==> config.mk <==
export PLATFORM = sky130hd
export DESIGN_NAME = bcd_to_bin
export DESIGN_NICKNAME = d
export VERILOG_FILES = /design/src/rtl/bcd_to_bin.sv
export SDC_FILE = /design/constraint.sdc
export NUM_CORES = 1
export LEC_CHECK = 0
export CORE_UTILIZATION = 36
export DETAILED_ROUTE_END_ITERATION = 6
export GPL_ROUTABILITY_DRIVEN = 1
export PLACE_DENSITY_LB_ADDON = 0.05
export SYNTH_ARGS = -nofsm -noshare
export SYNTH_HDL_FRONTEND = slang
export SYNTH_SLANG_ARGS = --single-unit
==> constraint.sdc <==
create_clock -name clk -period 1.9 [get_ports clk]
set_input_delay 0.285 -clock clk [delete_from_list [all_inputs] [get_ports clk]]
set_output_delay 0.285 -clock clk [all_outputs]
set_load 0.005 [all_outputs]
==> src/rtl/bcd_to_bin.sv <==
// Sequential BCD-to-binary converter using reverse double-dabble, one bit per clock.
// Define BCD_TO_BIN_CHK_EN to reject inputs with non-decimal nibbles (err=1, bin_out=0).
module bcd_to_bin #(
    parameter int DIGITS = 3,
    parameter int BIN_W  = 10
) (
    input  logic                  clk,
    input  logic                  rst,
    input  logic                  start,
    input  logic [4*DIGITS-1:0]   bcd_in,
    output logic                  busy,
    output logic                  done,
    output logic [BIN_W-1:0]      bin_out,
    output logic                  err
);

    localparam int BCD_W = 4 * DIGITS;
    localparam int CNT_W = $clog2(BIN_W + 1);

    typedef enum logic [1:0] {
        S_IDLE,
        S_SHIFT,
        S_DONE
    } state_t;

    state_t             r_state;
    state_t             w_next;
    logic [BCD_W-1:0]   r_bcd;
    logic [BIN_W-1:0]   r_acc;
    logic [CNT_W-1:0]   r_cnt;
    logic [BIN_W-1:0]   r_bin;
    logic [BCD_W-1:0]   w_bcd_shr;
    logic [BIN_W-1:0]   w_acc_shr;
    logic [BCD_W-1:0]   w_bcd_fix;
    logic               w_bad;

    // Per-digit correction: each nibble is adjusted on its own, no borrow between digits.
    function automatic logic [BCD_W-1:0] fix_digits(input logic [BCD_W-1:0] v);
        logic [BCD_W-1:0] o;
        logic [3:0]       nib;
        o = '0;
        for (int d = 0; d < DIGITS; d++) begin
            nib = v[4*d +: 4];
            if (nib >= 4'd8)
                nib = nib - 4'd3;
            o[4*d +: 4] = nib;
        end
        return o;
    endfunction

    function automatic logic has_invalid(input logic [BCD_W-1:0] v);
        logic bad;
        bad = 1'b0;
        for (int d = 0; d < DIGITS; d++)
            if (v[4*d +: 4] > 4'd9)
                bad = 1'b1;
        return bad;
    endfunction

    assign w_bcd_shr = r_bcd >> 1;
    assign w_acc_shr = {r_bcd[0], r_acc[BIN_W-1:1]};
    assign w_bcd_fix = fix_digits(w_bcd_shr);

`ifdef BCD_TO_BIN_CHK_EN
    logic r_err;
    assign w_bad = has_invalid(bcd_in);
    assign err   = r_err;
`else
    assign w_bad = 1'b0;
    assign err   = 1'b0;
`endif

    always_comb begin
        w_next = r_state;
        case (r_state)
            S_IDLE:  if (start) w_next = w_bad ? S_DONE : S_SHIFT;
            S_SHIFT: if (r_cnt == CNT_W'(1)) w_next = S_DONE;
            S_DONE:  w_next = S_IDLE;
            default: w_next = S_IDLE;
        endcase
    end

    always_ff @(posedge clk) begin
        if (rst) begin
            r_state <= S_IDLE;
            r_bcd   <= '0;
            r_acc   <= '0;
            r_cnt   <= '0;
            r_bin   <= '0;
`ifdef BCD_TO_BIN_CHK_EN
            r_err   <= 1'b0;
`endif
        end else begin
            r_state <= w_next;
            case (r_state)
                S_IDLE: begin
                    if (start) begin
                        r_bcd <= bcd_in;
                        r_acc <= '0;
                        r_cnt <= CNT_W'(BIN_W);
`ifdef BCD_TO_BIN_CHK_EN
                        if (w_bad) begin
                            r_bin <= '0;
                            r_err <= 1'b1;
                        end
`endif
                    end
                end
                S_SHIFT: begin
                    r_bcd <= w_bcd_fix;
                    r_acc <= w_acc_shr;
                    r_cnt <= r_cnt - CNT_W'(1);
                    // Last step: the shifted accumulator is the final result.
                    if (r_cnt == CNT_W'(1)) begin
                        r_bin <= w_acc_shr;
`ifdef BCD_TO_BIN_CHK_EN
                        r_err <= 1'b0;
`endif
                    end
                end
                default: ;
            endcase
        end
    end

    assign busy    = (r_state != S_IDLE);
    assign done    = (r_state == S_DONE);
    assign bin_out = r_bin;

endmodule

**After elaboration in Yosys (flattened, before gate mapping)**

Index checks and enable logic that the tools add are counted.

- Word-level logic and storage cells: 35
- Register bits after elaboration: 38

- Equal/unequal tests: 5
- Reductions and logical operators: 6
- Multiplexer cells: 12
- Order comparisons: 3
- $add $sub $neg: 4

Operators with widths:

| cell | number |
|---|---|
| one-hot mux 12 bit (2 select lines) | 1 |
| one-hot mux 10 bit (2 select lines) | 1 |
| 2-to-1 mux 4 bit | 4 |
| 2-to-1 mux 12 bit | 1 |
| 2-to-1 mux 10 bit | 1 |
| >= comparator 4 bit (second input constant) | 2 |
| one-hot mux 4 bit (2 select lines) | 1 |
| subtractor 4 x 2 -> 4 bit (second input constant) | 2 |
| AND reduction 2 bit | 3 |
| equality test 4 x 1 -> 1 bit (second input constant) | 1 |
| >= comparator 3 x 4 -> 1 bit (second input constant) | 1 |
| 2-to-1 mux 2 bit | 2 |
| inequality test 2 bit (second input constant) | 2 |
| one-hot mux 2 bit (2 select lines) | 1 |
| nonzero test 2 bit | 2 |
| subtractor 3 x 2 -> 4 bit (second input constant) | 1 |
| subtractor 4 x 1 -> 4 bit (second input constant) | 1 |
| equality test 2 x 1 -> 1 bit (second input constant) | 1 |
| equality test 2 bit (second input constant) | 1 |
| logical NOT 2 bit | 1 |

**Logic depth before layout (Yosys ltp)**

Gate-level depths: netlist of run 1.

- Depth after elaboration: 3
- Mapped depth: 6
- Depth with buffers taken out: 5

**Worst setup path before layout of run 1**

OpenSTA, ideal clock, no wires.

- Path kind: register to register
- Start point: reg r_bcd[1]
- End point: reg r_bcd[1]
- Cell stages (with the launch flop): 6
- Path slack: 0.475 ns
- Arrival time: 1.297 ns
- Cells stage by stage: dfxtp_1 > inv_1 > ha_1 > mux2_1 > a221oi_1 > a211oi_1

- Longest elaborated chain between the ends: 3
- Elaborated cells between the ends (all ways): 4
- Classes of those cells: 1 x add/sub; 1 x order compare; 2 x mux

RTL lines:

| what | line | source |
|---|---|---|
| start, declared | 28 | `logic [BCD_W-1:0] r_bcd;` |
| start signal, assigned | 98 | `r_bcd <= bcd_in;` |
| start signal, assigned | 110 | `r_bcd <= w_bcd_fix;` |
| subtractor 4 x 2 -> 4 bit / >= comparator 4 bit (equally long branches) | 45, 44 |  |
| 2-to-1 mux 4 bit * | 44 | `if (nib >= 4'd8)` |
| one-hot mux 12 bit (2 select lines) * | 95 | `case (r_state)` |

Every way passes the cells marked *; elsewhere a longest branch is shown, timed or not.
A chain may end at the register's enable or synchronous reset.

**Worst setup path after layout of run 1**

- Start point: reg r_state[0]
- End point: out busy

- Longest elaborated chain between the ends: 1

RTL lines:

| what | line | source |
|---|---|---|
| start, declared | 26 | `state_t r_state;` |
| start signal, assigned | 94 | `r_state <= w_next;` |
| nonzero test 2 bit | 126 | `assign busy = (r_state != S_IDLE);` |
| end, declared | 11 | `output logic busy,` |

No other way between the ends.

==> results.py, run 1 <==
metrics = {
    "grt": {
        "grt_usage": 0.152,
        "antenna_found_initial": 0,
        "grt_pass1_vias": 1329,
        "grt_max_degree": 41,
        "overflow": 0,
        "grt_pass1_wl_um": 6070,
    },
    "logic_synthesis": {
        "syn_inst": 180,
        "ys_seq_area_frac": 0.408,
        "synth_top_area_frac": 0.408,
        "synth_edf_count": 0,
        "syn_nets": 201,
        "ys_types": 37,
        "synthArstFlopShare": 0,
        "yosys_most_used_dff": "dfxtp_1",
        "ys_ff_latch": 37,
        "synthTopCellsByArea": "dfxtp_1, nand2b_1, mux2i_1, a22o_1, ha_1",
        "synth_area_leader_cell": "dfxtp_1",
        "netlist_area_sq_mm": 0.00182,
        "synth.avg_cell_area_sq_um": 10.1,
        "synth_warnings": 0,
    },
    "finish": {
        "final_cell_mix": "dfxtp_1, nand2b_1, clkdlybuf4s50_1",
        "drive_gt1_frac": 0.134,
        "fin_nets": 230,
        "antenna_cells": 0,
        "final_common_cell": "dfxtp_1",
        "syn_to_final_growth_pct": 24.4,
        "seqCellArea_sq_um": 743,
        "nFillCells": 461,
        "multi_input_area_sq_um": 950,
    },
    "flow_run": {
        "maxCapViolations": 0,
    },
    "hold_path": {
        "min_path_type": "reg2reg",
    },
    "floorplan": {
        "dieArea_sq_mm": 0.00533,
        "start_util": 0.380,
        "die_y_um": 73.0,
        "pin_count": 28,
        "coreArea_sq_mm": 0.00479,
        "die-width_um": 73.0,
        "rows": 25,
    },
    "clocking": {
        "cts.clk_slew.worst_paths_ps": 70,
        "cts_tree": "built",
        "cts_max_level": 2,
        "cts_made_buffers": 5,
        "clockRootBuffer": "clkbuf_8",
        "cts_buffer_depth": 2,
        "clock_sinks": 37,
        "clock_latency_ps": 290,
        "hold_buffers": 0,
        "cts_setup_buffers": 0,
    },
    "worst_setup_path": {
        "cp-end-kind": "primary output",
        "cp-start-kind": "flip-flop",
        "reg2reg_to": "r_bcd[1]",
        "r2r-start": "r_bcd[1]",
        "reg2reg_depth": 5,
        "worst_ep_arrival_time_ps": 1440,
        "critPathLaunch": "r_state[0]",
        "required_ps": 1620,
        "cp-endpoint": "busy",
        "crit_type": "reg2out",
        "critPathMaxFanout": 14,
        "r2r_slack_ps": 350,
    },
    "sta": {
        "grt_setup_unrepaired": "false",
        "setup_viol": 0,
        "finClkSkew_ps": 4.40,
        "fmax_mhz": 581,
        "finalHoldViolCount": 0,
        "period_share": 0.906,
        "tns_ps": 0,
        "finalMaxSlewViolations": 0,
        "period_needed_ps": 1720,
        "setup_slack_ps": 179,
    },
    "place": {
        "dp_hpwl_um": 2510,
        "io_buffers": 26,
        "dp_slack_ps": 114,
        "place.gp.congestion": 0.792,
    },
    "outcome": {
        "status": "complete, no violations",
    },
    "pwr": {
        "ir_drop_mv": 0.378,
        "powerDensity_mw_per_mm2": 785,
        "p_leak_nw": 0.843,
    },
    "routing": {
        "drtPass1Iterations": 4,
        "dr_total_vias": 1367,
        "wl_per_cell_um": 13.3,
        "first_iter_violations": 37,
        "drc_errors": 0,
        "ant_nets": 0,
        "viasPerCell": 4.95,
        "wirelength_um": 3660,
    },
}
==> critical path: stages, from the launching register on <==
cell             delay [ps]
dfxtp_2                 480
nor2_2                  110
inv_1                    70
clkdlybuf4s50_1         490
==> power by group <==
group	internal, mW	total (mW)	leakage [nW]	switching, mW
combinational	0.143	0.266	0.486	0.123
sequential	0.813	0.854	0.303	0.0410
clock	0.381	0.654	0.0540	0.272
==> Yosys cell counts, types with 3 or more instances <==
cell type and number:
nor2_1 8, nor3_1 6, buf_4 4, buf_6 4, nor2b_1 7, inv_1 9, dfxtp_1 37, a221oi_1 3
or3b_1 3, ha_1 6, mux2i_1 12, a21oi_1 5, a22o_1 9, nand2_1 3, nand2b_1 27, a211oi_1 6
==> metal layers <==
layer  wire [um]  track usage  vias up  share of wire
met1        1770        0.187      664           0.48
met4          45       0.0588        0          0.012
met5           0            0        -              0
met2        1710        0.247       22           0.47
met3         131       0.0456        6          0.036
li1            -            -      675              -
==> worst min-delay path by stage <==
stage | startpoint | endpoint | slack (ps) | cells after the start
global route | bin_out[8] | bin_out[8] | 500 | 2
global placement | bin_out[8] | bin_out[8] | 460 | 2
floorplan | r_bcd[11] | r_bcd[11] | 450 | 2
finish | bin_out[3] | bin_out[3] | 470 | 2
CTS | bin_out[3] | bin_out[3] | 480 | 2
detailed placement | bin_out[5] | bin_out[5] | 460 | 2
==> repair_timing <==
action,4_1_cts,5_1_grt
gates resized for setup,1,1
pin swaps,0,0
setup endpoints to repair,1,1
==> cell type report <==
class / instances / share of cell area
clock buffer: 5 / 0.0305
clock inverter: 2 / 0.0155
inverter: 9 / 0.0150
multi-input combinational: 122 / 0.420
sequential: 37 / 0.329
tap: 67 / 0.0371
timing repair buffer: 34 / 0.153
==> cells by family after synthesis <==
kind of cell	Yosys count	share of synthesized area
and+or+nand+nor	62	0.216
DFF	37	0.408
AOI/OAI and AO/OA	35	0.166
buffers and inverters	21	0.0696
muxes	14	0.0785
adders and majority gates	6	0.0413
xor gates and xnor gates	4	0.0193
other	1	0.00206
==> registers in the layout, summed over array words and instances (netlist names) <==
signal,cells
r_acc,9
r_bcd,12
r_cnt,4
bin_out,10
r_state,2
==> metrics by stage <==
step / hold WS (ps) / cells / instance area [sq um] / util / power (mW)
2_1_floorplan: 445 / 180 / 1820 / - / 1.05
5_1_grt: 496 / 276 / 2260 / 0.472 / 1.86
4_1_cts: 477 / 276 / 2260 / 0.472 / 1.80
3_5_place_dp: 459 / 269 / 2150 / 0.450 / 1.14
6_report: 474 / 276 / 2260 / 0.472 / 1.77
3_3_place_gp: 456 / 269 / 2150 / 0.450 / 1.13
Power figures use the tool's default switching activity.
==> run 2, diff against run 1 <==
CTS_BUF_LIST = sky130_fd_sc_hd__clkbuf_2   (was not set)
GPL_TIMING_DRIVEN = 0   (was not set)
==> run 2 against run 1 <==
Compared with the run above: design area is 0.94% lower; largest cell class unchanged; largest power group unchanged; wire length is 5.3% higher; non-clock buffer count is 5 higher.
==> results.py, run 2 (synthesis gave the netlist of run 1 again) <==
metrics = {
    "worst_setup_path": {
        "cp-end-kind": "primary output",
        "crit_chain": "buf_4, nor2_4, inv_1, clkdlybuf4s50_1",
        "critical_path_buf_inv_count": 3,
        "worst_ep_arrival_time_ps": 1520,
        "cp-start-kind": "flip-flop",
        "slowest_stage": "clkdlybuf4s50_1",
        "critPathMaxFanout": 10,
        "reg2reg_depth": 5,
        "crit_type": "reg2out",
        "critical_path_depth": 4,
        "r2r_slack_ps": 330,
        "cp_slowest_stage_delay_ps": 490,
        "required_ps": 1620,
        "critPathTopFamily": "buffers and inverters",
    },
    "routing": {
        "wirelength_um": 3850,
        "drc_errors": 0,
        "viasPerCell": 4.75,
        "wl_per_cell_um": 13.7,
        "dr_total_vias": 1336,
        "first_iter_violations": 53,
        "drtPass1Iterations": 4,
        "ant_nets": 0,
    },
    "sta": {
        "period_share": 0.949,
        "finalHoldViolCount": 0,
        "tns_ps": 0,
        "fmax_mhz": 555,
        "finalMaxSlewViolations": 0,
        "finClkSkew_ps": 18.2,
        "setup_slack_ps": 97.0,
        "period_needed_ps": 1800,
        "setup_viol": 0,
    },
    "pwr": {
        "total_power_mw": 1.60,
        "powerDensity_mw_per_mm2": 717,
        "p_leak_nw": 0.847,
        "ir_drop_mv": 0.397,
    },
    "finish": {
        "final_cell_mix": "dfxtp_1, nand2b_1, clkdlybuf4s50_1",
        "layout.core_utilization": 0.468,
        "nFillCells": 456,
        "fin_nets": 235,
        "final_common_cell": "dfxtp_1",
        "top_register": "r_bcd",
        "drive_gt1_frac": 0.145,
        "antenna_cells": 0,
        "largest_reg_flops": 12,
        "syn_to_final_growth_pct": 23.2,
        "design_area_sq_mm": 0.00224,
    },
    "floorplan": {
        "die_y_um": 73.0,
        "pin_count": 28,
        "die-width_um": 73.0,
        "rows": 25,
        "start_util": 0.380,
        "dieArea_sq_mm": 0.00533,
        "coreArea_sq_mm": 0.00479,
    },
    "outcome": {
        "status": "complete, no violations",
    },
    "place": {
        "dpl_cell_area_sq_mm": 0.00216,
        "io_buffers": 26,
        "place.gp.congestion": 0.775,
        "dp_slack_ps": 138,
        "dp_hpwl_um": 2740,
    },
    "clocking": {
        "clockRootBuffer": "clkbuf_2",
        "cts_max_level": 2,
        "clock_sinks": 37,
        "clock_latency_ps": 370,
        "cts.clk_slew.worst_paths_ps": 190,
        "cts_tree": "built",
        "hold_buffers": 0,
        "cts_buffer_depth": 2,
        "cts_made_buffers": 5,
    },
    "flow_run": {
        "maxCapViolations": 0,
    },
    "grt": {
        "overflow": 0,
        "grt_usage": 0.158,
        "antenna_found_initial": 0,
        "grt_max_degree": 12,
        "grt_pass1_wl_um": 6330,
        "grt_pass1_vias": 1304,
    },
    "hold_path": {
        "min_path_type": "reg2reg",
        "hold_depth": 2,
    },
}
==> run 2: final timing paths <==
path / startpoint / to
worst max-delay path: r_state[1] / busy
worst min-delay path: bin_out[0] / bin_out[0]
worst max register to register: r_bcd[1] / r_bcd[1]
worst min register to register: bin_out[0] / bin_out[0]
==> run 2: power by group <==
part / total (mW) / switching, mW / internal (mW)
sequential: 0.849 / 0.0347 / 0.814
clock: 0.469 / 0.255 / 0.214
combinational: 0.286 / 0.136 / 0.150
total: 1.60 / 0.426 / 1.18
==> run 2: layer usage <==
layer,track usage,part of all wire,vias to the layer above
met5,0,0,-
met4,0.0523,0.0091,0
met3,0.0456,0.031,4
met2,0.235,0.45,18
met1,0.219,0.51,628
li1,-,-,686
==> run 2: layout make-up <==
type                            count  area, sq um  area share
Tap cell                           67         83.8      0.0375
Clock buffer                        5         25.0      0.0112
Inverter                            9         33.8      0.0151
Timing Repair Buffer               28          274       0.122
Sequential cell                    37          743       0.332
Buffer                             11         88.8      0.0397
Multi-Input combinational cell    122          955       0.426
Clock inverter                      2         35.0      0.0157
==> run 2: worst register-to-register path, stage by stage (launching register included) <==
cell and delay [ps]:
dfxtp_1 440, inv_1 90, ha_1 300, mux2_1 290
a221oi_1 280, a211oi_1 80
==> run 2: timing repair <==
action | CTS | global route
resized for setup | 4 | 2
setup buffers | 0 | 2
pin swaps | 0 | 1
endpoints found under the setup margin | 2 | 1
==> run 2: metrics by stage <==
stage,hold WS (ps),cells
global placement,461,273
finish,488,281
global route,486,281
floorplan,445,180
CTS,486,280
detailed placement,466,273
